**src/rtl/adc_readout_seq_if.sv**
```systemverilog
`timescale 1ns/1ps
`default_nettype none
// ============================================================================
// Module   : adc_readout_seq_if
// Purpose  : Word-stream handshake between the readout sequencer and the
//            event builder. One 32-bit word moves per cycle at most, on any
//            clock edge where out_valid and out_ready are both high.
// Signals  : out_data  [31:0]  packed header / sample word (source -> sink)
//            out_valid         out_data holds a word      (source -> sink)
//            out_ready         sink accepts the word      (sink -> source)
// Modports : master = word source (sequencer), slave = word sink.
// Revision : 1.0  initial release
// ============================================================================
interface adc_readout_seq_if;
  logic [31:0] out_data;
  logic        out_valid;
  logic        out_ready;

  modport master (
    output out_data,
    output out_valid,
    input  out_ready
  );

  modport slave (
    input  out_data,
    input  out_valid,
    output out_ready
  );
endinterface : adc_readout_seq_if
`default_nettype wire

```
**src/rtl/adc_readout_seq.sv**
```systemverilog
`timescale 1ns/1ps
`default_nettype none
// ============================================================================
// Module   : adc_readout_seq
// Purpose  : Readout sequencer behind the per-chip ADC deserializers. A
//            trigger starts a capture on every enabled chip; once all of
//            them have finished, each chip's buffer is drained in ascending
//            chip order and packed into 32-bit words:
//              header : {8'hA5, chip index (8b), N_SAMPLES[15:0]}
//              data   : {a, b} then {c, d}, each channel zero-extended to 16b
//            giving 1 + 2*N_SAMPLES words per enabled chip.
// Ports    : clk            system clock (only clock)
//            reset          asynchronous, active-low reset
//            trigger        single-cycle start request
//            chip_mask      per-chip enable, sampled when a trigger is accepted
//            begin_sample   one-cycle capture start pulse per chip
//            deser_busy     per-chip capture in progress
//            buffer_rdreq   per-chip buffer read strobe (data one cycle later)
//            buffer_data_*  flattened channel a/b/c/d buffer outputs,
//                           chip i at [i*ADC_W +: ADC_W]
//            out_if         word stream to the event builder (master side)
//            busy           sequencer not idle
//            timeout_err    sticky capture timeout, cleared by next accepted
//                           trigger
//            overrun_cnt    saturating count of triggers dropped while busy
// Revision : 1.0  initial release
// ============================================================================
module adc_readout_seq #(
  parameter int N_CHIPS   = 8,
  parameter int N_SAMPLES = 64,
  parameter int ADC_W     = 14,
  parameter int TIMEOUT   = 65535
) (
  input  logic                     clk,
  input  logic                     reset,
  input  logic                     trigger,
  input  logic [N_CHIPS-1:0]       chip_mask,
  output logic [N_CHIPS-1:0]       begin_sample,
  input  logic [N_CHIPS-1:0]       deser_busy,
  output logic [N_CHIPS-1:0]       buffer_rdreq,
  input  logic [N_CHIPS*ADC_W-1:0] buffer_data_a,
  input  logic [N_CHIPS*ADC_W-1:0] buffer_data_b,
  input  logic [N_CHIPS*ADC_W-1:0] buffer_data_c,
  input  logic [N_CHIPS*ADC_W-1:0] buffer_data_d,
  adc_readout_seq_if.master        out_if,
  output logic                     busy,
  output logic                     timeout_err,
  output logic [7:0]               overrun_cnt
);

  // --------------------------------------------------------------------------
  // Derived widths and constants
  // --------------------------------------------------------------------------
  localparam int CHIP_W = (N_CHIPS > 1) ? $clog2(N_CHIPS) : 1;
  localparam int CNT_W  = (N_SAMPLES > 1) ? $clog2(N_SAMPLES) : 1;
  localparam int TO_W   = $clog2(TIMEOUT + 1);

  localparam logic [CNT_W-1:0] LAST_SAMPLE = CNT_W'(N_SAMPLES - 1);
  localparam logic [TO_W-1:0]  TO_LAST     = TO_W'(TIMEOUT - 1);
  localparam logic [15:0]      HDR_NSAMP   = 16'(N_SAMPLES);
  localparam logic [7:0]       HDR_TAG     = 8'hA5;

  typedef enum logic [3:0] {
    S_IDLE      = 4'd0,
    S_ARM       = 4'd1,
    S_WAIT_DONE = 4'd2,
    S_HEADER    = 4'd3,
    S_READ      = 4'd4,
    S_CAPTURE   = 4'd5,
    S_EMIT_AB   = 4'd6,
    S_EMIT_CD   = 4'd7,
    S_NEXT_CHIP = 4'd8
  } state_t;

  // --------------------------------------------------------------------------
  // State and registered outputs
  // --------------------------------------------------------------------------
  state_t              state_q;
  logic [N_CHIPS-1:0]  mask_q;
  logic [CHIP_W-1:0]   chip_q;
  logic [CNT_W-1:0]    smp_cnt_q;
  logic [TO_W-1:0]     to_cnt_q;
  logic [ADC_W-1:0]    c_q;
  logic [ADC_W-1:0]    d_q;
  logic [31:0]         out_data_q;
  logic                out_valid_q;
  logic [N_CHIPS-1:0]  begin_sample_q;
  logic [N_CHIPS-1:0]  buffer_rdreq_q;
  logic                busy_q;
  logic                timeout_err_q;
  logic [7:0]          overrun_q;

  // --------------------------------------------------------------------------
  // Helpers
  // --------------------------------------------------------------------------
  function automatic logic [15:0] zext16(input logic [ADC_W-1:0] v);
    logic [15:0] r;
    r            = '0;
    r[ADC_W-1:0] = v;
    return r;
  endfunction

  function automatic logic [31:0] header_word(input logic [CHIP_W-1:0] ch);
    return {HDR_TAG, 8'(ch), HDR_NSAMP};
  endfunction

  // Lowest enabled chip (start of the drain) and the next enabled chip above
  // the current one. Scanning downwards lets the last hit win, which is the
  // lowest qualifying index in both cases.
  logic [CHIP_W-1:0] first_chip_d;
  logic [CHIP_W-1:0] next_chip_d;
  logic              next_found_d;

  always_comb begin
    first_chip_d = '0;
    next_chip_d  = '0;
    next_found_d = 1'b0;
    for (int i = N_CHIPS - 1; i >= 0; i--) begin
      if (mask_q[i]) begin
        first_chip_d = CHIP_W'(i);
      end
      if (mask_q[i] && (i > int'(chip_q))) begin
        next_chip_d  = CHIP_W'(i);
        next_found_d = 1'b1;
      end
    end
  end

  // Current chip's channel samples out of the flattened buffer buses.
  logic [ADC_W-1:0] smp_a;
  logic [ADC_W-1:0] smp_b;
  logic [ADC_W-1:0] smp_c;
  logic [ADC_W-1:0] smp_d;

  assign smp_a = buffer_data_a[int'(chip_q) * ADC_W +: ADC_W];
  assign smp_b = buffer_data_b[int'(chip_q) * ADC_W +: ADC_W];
  assign smp_c = buffer_data_c[int'(chip_q) * ADC_W +: ADC_W];
  assign smp_d = buffer_data_d[int'(chip_q) * ADC_W +: ADC_W];

  // Read strobe for the current chip; gated with the latched mask so a
  // disabled chip can never be strobed.
  logic [N_CHIPS-1:0] chip_onehot;
  assign chip_onehot = (N_CHIPS'(1) << chip_q) & mask_q;

  logic all_done;
  assign all_done = ((deser_busy & mask_q) == '0);

  // --------------------------------------------------------------------------
  // Sequencer
  // --------------------------------------------------------------------------
  always_ff @(posedge clk or negedge reset) begin
    if (!reset) begin
      state_q        <= S_IDLE;
      mask_q         <= '0;
      chip_q         <= '0;
      smp_cnt_q      <= '0;
      to_cnt_q       <= '0;
      c_q            <= '0;
      d_q            <= '0;
      out_data_q     <= '0;
      out_valid_q    <= 1'b0;
      begin_sample_q <= '0;
      buffer_rdreq_q <= '0;
      busy_q         <= 1'b0;
      timeout_err_q  <= 1'b0;
      overrun_q      <= '0;
    end else begin
      // Strobes are single-cycle unless a state below re-asserts them.
      begin_sample_q <= '0;
      buffer_rdreq_q <= '0;

      // Any trigger outside IDLE is dropped and counted.
      if (trigger && (state_q != S_IDLE) && (overrun_q != 8'hFF)) begin
        overrun_q <= overrun_q + 8'd1;
      end

      case (state_q)
        S_IDLE: begin
          if (trigger && (chip_mask != '0)) begin
            mask_q         <= chip_mask;
            timeout_err_q  <= 1'b0;
            // Launched at acceptance so the pulse is visible in ARM.
            begin_sample_q <= chip_mask;
            busy_q         <= 1'b1;
            state_q        <= S_ARM;
          end
        end

        S_ARM: begin
          to_cnt_q <= '0;
          state_q  <= S_WAIT_DONE;
        end

        S_WAIT_DONE: begin
          // to_cnt_q == 0 marks the guard cycle: the deserializers have not
          // yet had a chance to raise busy, so completion is not trusted.
          if ((to_cnt_q != '0) && all_done) begin
            chip_q      <= first_chip_d;
            out_data_q  <= header_word(first_chip_d);
            out_valid_q <= 1'b1;
            state_q     <= S_HEADER;
          end else if (to_cnt_q == TO_LAST) begin
            timeout_err_q <= 1'b1;
            busy_q        <= 1'b0;
            state_q       <= S_IDLE;
          end else begin
            to_cnt_q <= to_cnt_q + TO_W'(1);
          end
        end

        S_HEADER: begin
          if (out_if.out_ready) begin
            out_valid_q    <= 1'b0;
            smp_cnt_q      <= '0;
            buffer_rdreq_q <= chip_onehot;
            state_q        <= S_READ;
          end
        end

        S_READ: begin
          // Strobe is on the bus during this cycle; data follows next cycle.
          state_q <= S_CAPTURE;
        end

        S_CAPTURE: begin
          // a/b go straight into the output word; c/d are held for EMIT_CD.
          c_q         <= smp_c;
          d_q         <= smp_d;
          out_data_q  <= {zext16(smp_a), zext16(smp_b)};
          out_valid_q <= 1'b1;
          state_q     <= S_EMIT_AB;
        end

        S_EMIT_AB: begin
          if (out_if.out_ready) begin
            out_data_q <= {zext16(c_q), zext16(d_q)};
            state_q    <= S_EMIT_CD;
          end
        end

        S_EMIT_CD: begin
          if (out_if.out_ready) begin
            out_valid_q <= 1'b0;
            if (smp_cnt_q == LAST_SAMPLE) begin
              state_q <= S_NEXT_CHIP;
            end else begin
              smp_cnt_q      <= smp_cnt_q + CNT_W'(1);
              buffer_rdreq_q <= chip_onehot;
              state_q        <= S_READ;
            end
          end
        end

        S_NEXT_CHIP: begin
          if (next_found_d) begin
            chip_q      <= next_chip_d;
            out_data_q  <= header_word(next_chip_d);
            out_valid_q <= 1'b1;
            state_q     <= S_HEADER;
          end else begin
            busy_q  <= 1'b0;
            state_q <= S_IDLE;
          end
        end

        default: begin
          out_valid_q <= 1'b0;
          busy_q      <= 1'b0;
          state_q     <= S_IDLE;
        end
      endcase
    end
  end

  // --------------------------------------------------------------------------
  // Outputs
  // --------------------------------------------------------------------------
  assign begin_sample     = begin_sample_q;
  assign buffer_rdreq     = buffer_rdreq_q;
  assign out_if.out_data  = out_data_q;
  assign out_if.out_valid = out_valid_q;
  assign busy             = busy_q;
  assign timeout_err      = timeout_err_q;
  assign overrun_cnt      = overrun_q;

endmodule : adc_readout_seq
`default_nettype wire

```
**src/flat_wrapper.sv**
```systemverilog
// flat-port wrapper written by rule: the top's interface ports become plain ports
module adc_readout_seq_flat 
#(
  parameter int N_CHIPS   = 8,
  parameter int N_SAMPLES = 64,
  parameter int ADC_W     = 14,
  parameter int TIMEOUT   = 65535
)
  (clk, reset, trigger, chip_mask, begin_sample, deser_busy, buffer_rdreq, buffer_data_a, buffer_data_b, buffer_data_c, buffer_data_d, busy, timeout_err, overrun_cnt, out_if_out_data, out_if_out_valid, out_if_out_ready);
  adc_readout_seq_if out_if_i ();
  input  logic clk;
  input  logic reset;
  input  logic trigger;
  input  logic [N_CHIPS-1:0] chip_mask;
  output logic [N_CHIPS-1:0] begin_sample;
  input  logic [N_CHIPS-1:0] deser_busy;
  output logic [N_CHIPS-1:0] buffer_rdreq;
  input  logic [N_CHIPS*ADC_W-1:0] buffer_data_a;
  input  logic [N_CHIPS*ADC_W-1:0] buffer_data_b;
  input  logic [N_CHIPS*ADC_W-1:0] buffer_data_c;
  input  logic [N_CHIPS*ADC_W-1:0] buffer_data_d;
  output logic busy;
  output logic timeout_err;
  output logic [7:0] overrun_cnt;
  output wire logic [$bits(out_if_i.out_data)-1:0] out_if_out_data;
  output wire logic [$bits(out_if_i.out_valid)-1:0] out_if_out_valid;
  input wire logic [$bits(out_if_i.out_ready)-1:0] out_if_out_ready;
  assign out_if_out_data = out_if_i.out_data;
  assign out_if_out_valid = out_if_i.out_valid;
  assign out_if_i.out_ready = out_if_out_ready;
  adc_readout_seq #(.N_CHIPS(N_CHIPS), .N_SAMPLES(N_SAMPLES), .ADC_W(ADC_W), .TIMEOUT(TIMEOUT)) u_core (.clk(clk), .reset(reset), .trigger(trigger), .chip_mask(chip_mask), .begin_sample(begin_sample), .deser_busy(deser_busy), .buffer_rdreq(buffer_rdreq), .buffer_data_a(buffer_data_a), .buffer_data_b(buffer_data_b), .buffer_data_c(buffer_data_c), .buffer_data_d(buffer_data_d), .out_if(out_if_i), .busy(busy), .timeout_err(timeout_err), .overrun_cnt(overrun_cnt));
endmodule
```
**config.mk**
```make
export PLATFORM = sky130hd
export DESIGN_NAME = adc_readout_seq_flat
export DESIGN_NICKNAME = d
export VERILOG_FILES = /design/src/rtl/adc_readout_seq_if.sv /design/src/rtl/adc_readout_seq.sv /design/src/flat_wrapper.sv
export SDC_FILE = /design/constraint.sdc
export NUM_CORES = 1
export LEC_CHECK = 0
export ABC_CLOCK_PERIOD_IN_PS = 2150
export CAP_MARGIN = 15
export CORE_AREA = 3 3 203 205
export DETAILED_ROUTE_END_ITERATION = 12
export DIE_AREA = 0 0 206 208
export PLACE_DENSITY_LB_ADDON = 0.2
export SLEW_MARGIN = 20
export SYNTH_ARGS = -nofsm -noshare
export SYNTH_HDL_FRONTEND = slang
export SYNTH_SLANG_ARGS = --single-unit
```
**constraint.sdc**
```tcl
create_clock -name clk -period 2.15 [get_ports clk]
set_input_delay 0.215 -clock clk [delete_from_list [all_inputs] [get_ports clk]]
set_output_delay 0.215 -clock clk [all_outputs]
set_load 0.01 [all_outputs]
```
==> results.ini <==
[pwr]
peakVddDrop_v=0.000777
finalPower_mw=18.0
powerDensity_nw_per_um2=1060
p_leak_nw=6.61

[timing]
setup_viol=28
hold_viol=0
fin_skew_ns=0.00990
fin_ws_ns=-0.0529
rsz0062_at_grt=true
maxSlewViolCount=0
min_period_over_period_pct=102
clock.fmax_mhz=454
fin_crit_ns=2.20

[cells_and_area]
drive_gt1_share_pct=23.0
layout.cells.non_filler=2101
nNetsFinal=2033
n_fill_cell=3952
fin_area_um2=16900
syn_to_final_growth_pct=80.2
final_core_util_pct=42.6

[setup_path]
cp.required_ns=2.45
critPathArrivalTime_ns=2.51
crit_type=flop to flop
slowest_delay_ns=0.45
cp_cell_sequence=inv_2 -> ha_4 -> nor4b_4 -> and4_4 -> nor3_4 -> nor2_2 -> or3_4 -> clkbuf_16 -> mux2_4
startpoint_type=flop
cp_slowest_cell=or3_4
critPathTopFamily=simple AND/OR/NAND/NOR gates
cp_num_buf_inv=2
worstPathMaxFanout=8
crit_path_end_kind=flop

[routing]
viasPerCell=4.90
drc_errors=0
dr.pass1.iters=5
drtIter0Drc=574
drt-total-wl_um=52200
wl_per_cell_um=24.8
ant_nets=0
dr_total_vias=10285

[place]
gp_congestion=0.915
dp_hpwl_um=42900
numPlacedInstances=2049
dp_slack_ns=-0.129
portBuffers=523
placed_area_um2=15900

[grt]
use_met2_pct=40.4
grt_antenna_before_repair=11
first_global_vias=10869
grt_max_degree=56
top_usage_layer=met2
grt_pass1_wl_um=73200
grtUsageTotal_pct=23.2
grt_util_met3_pct=5.66
grt_use_met1_pct=29.2
overflow=0

[clock_network]
cts_max_path_buffers=2
cts_tree=yes
cts_buffers=17
cts_max_level=4
clk_pin_slew_ns=0.06
cts_root_buf=clkbuf_16
clk_latency_ns=0.42
cts_sinks=121

[synthesis]
synth_area_leaders=dfrtp_1 32%, mux4_2 12%, mux2_2 10%
syn_avg_cell_area_um2=9.61
async_flop_share_pct=100
synthCells=975
yosys.cell_types.count=66
synth.largest_area_cell=dfrtp_1
synth_top_area_share_pct=32.3
ys_warn_count=0
ys.flop_type=dfrtp_1
netlist_area_um2=9370
ys_ff_latch=121
ys_seq_area_share_pct=32.3
synth_edf_count=0

[floorplanning]
die_x_um=206
ios=527
die_area_um2=42800
initial_core_util_pct=23.6
std_cell_rows=73
die_height_um=208
coreArea_um2=39600

[min_path]
min_path_type=primary input to asynchronous set/reset pin

[outcome]
failed_checks=setup timing
status=complete, but fails checks

[job]
drv_cap=0

[routing by layer]
layer | part of all wire, % | routed length [um]
met5 | 0.11 | 59
met4 | 1.3 | 659
met3 | 7.0 | 3670
met2 | 50 | 26200
met1 | 41 | 21600
[layout make-up]
cell class                      count  area [um^2]  share of cell area, %
Clock inverter                     11          148                  0.875
Tap cell                          525          657                   3.89
Antenna cell                        4         10.0                 0.0593
Sequential cell                   121         3040                   18.0
Timing Repair Buffer              648         6430                   38.1
Multi-Input combinational cell    763         6100                   36.1
Clock buffer                       20          457                   2.71
Inverter                            9         33.8                  0.200
[sequential cells by signal, indices dropped and copies added (netlist names), 6 cells and up]
register	flops
u_core.begin_sample	8
u_core.buffer_rdreq	8
u_core.c_q	14
u_core.d_q	14
u_core.mask_q	8
u_core.out_if.out_data	29
u_core.overrun_cnt	8
u_core.smp_cnt_q	6
u_core.to_cnt_q	16
[what timing repair did]
item	CTS	global route
hold buffers	1	0
gates cloned	0	4
gates resized for setup	12	31
setup buffers	3	9
hold endpoints to repair	34	0
pin swaps	1	9
endpoints found under the setup margin	25	44
[worst register-to-register path: cells and delay by family, from the launching register on]
| family | cells | cell delay, ns |
|---|---|---|
| simple gates | 5 | 1.03 |
| flops | 1 | 0.37 |
| mux | 1 | 0.29 |
| buf+inv | 2 | 0.26 |
| fa+ha+maj | 1 | 0.15 |
[power by group]
group / total [mW] / internal, mW / switching, mW
Combinational: 11.2 / 5.82 / 5.37
Clock: 2.97 / 1.88 / 1.09
Sequential: 3.80 / 3.05 / 0.753
Total: 18.0 / 10.7 / 7.22
[cells in the final DEF (no fill, tap or decap), drive strengths merged, types with 6 or more instances in the layout]
cell | Yosys | routed
clkdlybuf4s50 | 0 | 522
dfrtp | 121 | 121
buf | 42 | 121
nor2 | 112 | 112
nand2 | 105 | 105
mux2 | 95 | 95
mux4 | 48 | 48
mux2i | 48 | 48
a21oi | 40 | 40
nand3 | 37 | 37
o21ai | 36 | 36
a22oi | 33 | 33
clkbuf | 42 | 24
a31oi | 22 | 22
o221a | 21 | 21
nor3 | 19 | 19
xnor2 | 17 | 17
and2 | 10 | 10
nor2b | 10 | 10
nand4 | 9 | 9
inv | 9 | 9
nor4 | 9 | 9
o22ai | 8 | 8
nand2b | 7 | 7
o22a | 6 | 6
[final timing paths]
path | start | to | slack (ns) | cells past startpoint
max | u_core.to_cnt_q[1] | u_core.out_if.out_data[27] | -0.05 | 9
min | reset | u_core.begin_sample[2] | 0.26 | 2
max reg2reg | u_core.to_cnt_q[1] | u_core.out_if.out_data[27] | -0.05 | 9
min reg2reg | u_core.d_q[12] | u_core.d_q[12] | 0.49 | 2
max in group asynchronous | reset | u_core.chip_q[0] | 1.26 | 3
min in group clk | out_if_out_ready | u_core.state_q[0] | 0.47 | 3
[Yosys cell counts, types with 22 or more instances]
cell and number:
a31oi_1 22, buf_2 25, mux2_2 86, a21oi_1 40, o21ai_0 36, a22oi_1 29
nand2_1 103, nor2_1 111, clkbuf_1 42, mux2i_1 48, nand3_1 37, mux4_2 48
dfrtp_1 121
[logic make-up (layout without fill, tap and decap cells)]
kind of cell / count (synthesis) / count (layout) / synth area share [%]
other: 1 / 7 / 0.0400
AND/OR/NAND/NOR: 337 / 337 / 16.6
buffers and inverters: 93 / 688 / 4.42
adder cells (fa/ha/maj): 5 / 5 / 0.668
multiplexers: 191 / 191 / 28.4
AO/OA/AOI/OAI: 205 / 205 / 15.5
flip-flops: 121 / 121 / 32.3
XOR/XNOR: 22 / 22 / 2.06
[stage by stage]
stage | setup TNS (ns) | hold WS (ns)
after floorplan | -2.74 | -0.0806
after global placement | -3.42 | 0.142
after detailed placement | -3.57 | 0.143
after CTS | -0.322 | 0.265
after global routing | -2.27 | 0.284
final | -0.999 | 0.264
Note: power is estimated with default switching activity, not from simulation.
